<file path="src/rtl/demux_pkg.sv">
// demux_pkg: constants and types shared by the demux1_4_router block.
//   NUM_CH / SEL_W : channel count and select width
//   DEF_WIDTH      : default data word width
//   DEF_CNT_W      : default delivered-word counter width
//   slot_state_e   : per-channel slot occupancy
//   sel_decode()   : binary channel index to one-hot
package demux_pkg;

  localparam int NUM_CH    = 4;
  localparam int SEL_W     = 2;
  localparam int DEF_WIDTH = 32;
  localparam int DEF_CNT_W = 8;

  typedef enum logic {
    SLOT_EMPTY = 1'b0,
    SLOT_FULL  = 1'b1
  } slot_state_e;

  function automatic logic [NUM_CH-1:0] sel_decode(input logic [SEL_W-1:0] sel);
    logic [NUM_CH-1:0] onehot;
    onehot      = '0;
    onehot[sel] = 1'b1;
    return onehot;
  endfunction

endpackage

</file>
<file path="src/rtl/demux_slot.sv">
// demux_slot: one-entry holding slot for a single router channel.
//   clk, rst   : clock, asynchronous active-high reset
//   load       : accept load_data into the slot this cycle
//   load_data  : word to store
//   out_ready  : consumer takes the held word this cycle
//   out_valid  : slot holds a word
//   out_data   : held word (changes only on load)
//   out_count  : number of words delivered, wraps modulo 2^CNT_W
module demux_slot
  import demux_pkg::*;
#(
  parameter int WIDTH = DEF_WIDTH,
  parameter int CNT_W = DEF_CNT_W
) (
  input  logic             clk,
  input  logic             rst,
  input  logic             load,
  input  logic [WIDTH-1:0] load_data,
  input  logic             out_ready,
  output logic             out_valid,
  output logic [WIDTH-1:0] out_data,
  output logic [CNT_W-1:0] out_count
);

  slot_state_e      state_q, state_d;
  logic [WIDTH-1:0] data_q, data_d;
  logic [CNT_W-1:0] count_q, count_d;
  logic             deliver;

  always_comb begin
    deliver = (state_q == SLOT_FULL) && out_ready;
    state_d = state_q;
    // A load wins over a delivery in the same cycle: the slot refills
    // without a bubble.
    if (load) begin
      state_d = SLOT_FULL;
    end else if (deliver) begin
      state_d = SLOT_EMPTY;
    end
    data_d  = load ? load_data : data_q;
    count_d = count_q + {{(CNT_W-1){1'b0}}, deliver};
  end

  always_ff @(posedge clk or posedge rst) begin
    if (rst) begin
      state_q <= SLOT_EMPTY;
      data_q  <= '0;
      count_q <= '0;
    end else begin
      state_q <= state_d;
      data_q  <= data_d;
      count_q <= count_d;
    end
  end

  assign out_valid = (state_q == SLOT_FULL);
  assign out_data  = data_q;
  assign out_count = count_q;

endmodule

</file>
<file path="src/rtl/demux1_4_router.sv">
// demux1_4_router: registered 1-to-4 demultiplexer with per-channel
// one-entry slots and valid/ready handshakes.
//   clk, rst   : clock, asynchronous active-high reset
//   in_valid   : producer presents a word
//   in_ready   : word accepted this cycle (combinational on sel/state/ready)
//   in_sel     : destination channel 0..3
//   in_data    : word to route
//   out_valid  : bit k set when channel k holds a word
//   out_ready  : bit k set when consumer k takes its word
//   out_data   : channel k word in [k*WIDTH +: WIDTH]
//   out_count  : channel k delivered count in [k*CNT_W +: CNT_W]
module demux1_4_router
  import demux_pkg::*;
#(
  parameter int WIDTH = DEF_WIDTH,
  parameter int CNT_W = DEF_CNT_W
) (
  input  logic                    clk,
  input  logic                    rst,
  input  logic                    in_valid,
  output logic                    in_ready,
  input  logic [SEL_W-1:0]        in_sel,
  input  logic [WIDTH-1:0]        in_data,
  output logic [NUM_CH-1:0]       out_valid,
  input  logic [NUM_CH-1:0]       out_ready,
  output logic [NUM_CH*WIDTH-1:0] out_data,
  output logic [NUM_CH*CNT_W-1:0] out_count
);

  logic [NUM_CH-1:0] load_en;

  // Only the addressed slot gates acceptance, so a stalled consumer never
  // blocks traffic bound for another channel.
  assign in_ready = ~out_valid[in_sel] | out_ready[in_sel];
  assign load_en  = (in_valid && in_ready) ? sel_decode(in_sel) : '0;

  genvar gi;
  generate
    for (gi = 0; gi < NUM_CH; gi++) begin : g_slot
      demux_slot #(
        .WIDTH (WIDTH),
        .CNT_W (CNT_W)
      ) u_slot (
        .clk       (clk),
        .rst       (rst),
        .load      (load_en[gi]),
        .load_data (in_data),
        .out_ready (out_ready[gi]),
        .out_valid (out_valid[gi]),
        .out_data  (out_data[gi*WIDTH +: WIDTH]),
        .out_count (out_count[gi*CNT_W +: CNT_W])
      );
    end
  endgenerate

endmodule

</file>
<file path="config.mk">
export PLATFORM = sky130hd
export DESIGN_NAME = demux1_4_router
export DESIGN_NICKNAME = d
export VERILOG_FILES = /design/src/rtl/demux_pkg.sv /design/src/rtl/demux_slot.sv /design/src/rtl/demux1_4_router.sv
export SDC_FILE = /design/constraint.sdc
export NUM_CORES = 1
export LEC_CHECK = 0
export BUFFER_PORTS_ARGS = -buffer_cell sky130_fd_sc_hd__buf_4
export CAP_MARGIN = 25
export CORE_MARGIN = 2
export CORE_UTILIZATION = 38
export DETAILED_ROUTE_END_ITERATION = 8
export GPL_TIMING_DRIVEN = 0
export PLACE_DENSITY = 0.64
export SLEW_MARGIN = 20
export SYNTH_ARGS = -nofsm -noshare
export SYNTH_HDL_FRONTEND = slang
export SYNTH_SLANG_ARGS = --single-unit
</file>
<file path="constraint.sdc">
create_clock -name clk -period 8.2 [get_ports clk]
set_clock_uncertainty 0.15 [all_clocks]
set_input_delay 1.64 -clock clk [delete_from_list [all_inputs] [get_ports clk]]
set_output_delay 1.64 -clock clk [all_outputs]
set_load 0.005 [all_outputs]
</file>
==> results.json <==
{
  "rows": 47,
  "clock_path_buffers": 2,
  "syn-cell-area_sq_um": 6331,
  "fin_area_sq_um": 8748,
  "syn2layout_area_growth_pct": 38.18,
  "clkPwrFrac_pct": 31.6,
  "drt_wl_total_um": 14880,
  "setup_viol": 0,
  "finalSetupTns_ps": 0,
  "multi_input_area_sq_um": 2053,
  "path_class": "in -> out",
  "setup.worst_path.start_class": "input pin",
  "worstPathArrival_ps": 2560,
  "clock-sinks": 164,
  "routedWlPerCell_um": 17.40,
  "comb_power_share_pct": 22.3,
  "fp.dieH_um": 133.1,
  "io_pins": 206,
  "drc": 0,
  "overflow": 0,
  "cp-end-kind": "output pin",
  "layout-drive-gt1-share_pct": 59.06,
  "slew_headroom_pct": 59.27,
  "path_cells": "buf_4 > nand2b_1 > mux4_2 > buf_4",
  "p_sw_uw": 643.5,
  "synth_warnings": 0,
  "period_share_pct": 53.10,
  "max_slew.worst_pin.slew_ps": 610.9,
  "drv_cap": 0,
  "post-place-ws_ps": 3844,
  "clkTransAtPathRegs_ps": 70,
  "insertion_delay_ps": 420,
  "tritoncts": "done",
  "cp_top_family": "multiplexers",
  "cpMostUsedCell": "buf_4",
  "grt_antenna_before_repair": 0,
  "n_antenna_cell": 0,
  "rsz0062_at_grt": "no",
  "via_per_inst": 4.729,
  "yosysTopAreaCell": "dfrtp_1",
  "p_int_mw": 1.767,
  "synth_fp_nets": 446,
  "cts-resized-gates": 0,
  "setup_ws_ps": 3846,
  "hpwl_um": 10670,
  "synth.avg_cell_area_sq_um": 15.95,
  "min_path_type": "reg -> reg",
  "p_leak_nw": 4.184,
  "seq_area_frac_synth_pct": 64.82,
  "clock.fmax_mhz": 229.7,
  "die-area_sq_um": 17710,
  "switching_share_pct": 26.70,
  "grtUsageTotal_pct": 17.47,
  "drv_slew": 0,
  "initial_core_util_pct": 38.59,
  "synthCells": 397,
  "grt_max_degree": 88,
  "p_per_area_nw_per_um2": 275.5,
  "synth_top_area_share_pct": 64.82,
  "chipWidth_um": 133.1,
  "power_mw": 2.410,
  "slowest_stage": "mux4_2",
  "dpl_cell_area_sq_um": 8180,
  "cp_max_fo": 3,
  "layout_commonest_cell": "buf_4",
  "cts_made_buffers": 17,
  "postCtsSetupBuffers": 0,
  "drtIter0Drc": 112,
  "vias": 4043,
  "grt_pass1_vias": 4400,
  "layout_common_cells": "213 x buf_4, 164 x dfrtp_1, 116 x mux2_2",
  "synth_area_leaders": "dfrtp_1 65%, mux2_2 21%, mux2_1 2.1%",
  "clockRootBuffer": "clkbuf_16",
  "place_congestion": 0.7524,
  "cpPeakStageDelay_ps": 470,
  "seqCellArea_sq_um": 4104,
  "ys_types": 24,
  "worst-path-buf-inv": 2,
  "firstDrtPassIters": 4,
  "port_buffers": 205,
  "outcome": "complete, no violations",
  "synth-seq-cells": 164,
  "cts_hold_buf": 0,
  "nFillCells": 1406,
  "required_ps": 6410,
  "grt_pass1_wl_um": 23890,
  "drtAntennaViolNets": 0,
  "final_nets": 671,
  "post-route-min-period_ps": 4354,
  "htree_levels": 4,
  "core_sq_um": 16410,
  "hold_violations": 0,
  "peakVddDrop_uv": 149.9,
  "p_seq_share_pct": 46.0
}
state kept, by name (all words and copies together) (netlist names):
register,count
g_slot.u_slot.out_data,128
g_slot.u_slot.out_valid,4
g_slot.u_slot.out_count,32
power by group through the flow:
stage	Combinational [mW]	Clock [mW]	Sequential, mW
after floorplan	0.180	0	1.12
after global placement	0.535	0	1.11
after detailed placement	0.549	0	1.12
after CTS	0.550	0.787	1.11
after global routing	0.584	0.821	1.14
final	0.538	0.763	1.11
cells in the mapped netlist:
cell type and count:
mux2_2 116, ha_1 8, buf_6 9, xnor2_1 13, nor2b_2 1, nand2_1 13
xor2_1 12, nand2b_1 4, dfrtp_1 164, nor3_1 3, o21ai_0 1, inv_1 2
nor2_1 5, nand3_1 12, and3_1 4, nand4_1 1, nor2b_1 1, nand3b_1 1
buf_4 8, mux2_1 12, and2_1 4, nor3b_4 1, buf_2 1, mux4_2 1
metal layers:
layer,vias to the layer above,GRT usage (%),wire length (um)
li1,1820,-,-
met1,2079,20.58,6118
met2,124,28.99,7250
met3,20,7.280,1277
met4,0,5.795,229
met5,-,0,0
worst reg2reg max path, delay by kind of cell, from the launching register on:
kind / cells / cell delay, ps
flops: 1 / 400
simple gates: 2 / 550
mux: 1 / 360
buf+inv: 1 / 240
through the flow:
step                std cells  hold WS (ps)  utilization, %
global placement          822         307.9           49.65
floorplan                 397         314.7               -
CTS                       855         327.7           53.32
finish                    855         322.7           53.32
detailed placement        823         312.5           49.86
global route              855         332.1           53.32
cell type report:
type                       instances  area share (%)
buffer                            18           1.902
clock buffer                      19           5.063
clock inverter                    13           1.430
inverter                           2          0.1716
multi-input combinational        213           23.47
sequential                       164           46.91
tap                              220           3.146
timing repair buffer             206           17.91
final timing paths:
check,start,end,slack [ps],cells after the start
max,out_ready[0],in_ready,3850,4
min,g_slot[1].u_slot.out_count[7],g_slot[1].u_slot.out_count[7],320,1
max reg2reg,g_slot[1].u_slot.out_valid,g_slot[1].u_slot.out_data[12],6370,4
min reg2reg,g_slot[1].u_slot.out_count[7],g_slot[1].u_slot.out_count[7],320,1
max in group asynchronous,rst,g_slot[0].u_slot.out_data[30],5950,3
min in group asynchronous,rst,g_slot[2].u_slot.out_count[2],1150,2
kinds of logic after synthesis:
logic type | after synthesis | synth area share [%]
buffers and inverters | 20 | 2.747
AOI/OAI and AO/OA | 1 | 0.07898
muxes | 129 | 23.12
xor gates and xnor gates | 25 | 3.458
adders and majority gates | 8 | 1.581
DFF | 164 | 64.82
and+or+nand+nor | 50 | 4.190
Note: power is estimated with default switching activity, not from simulation.
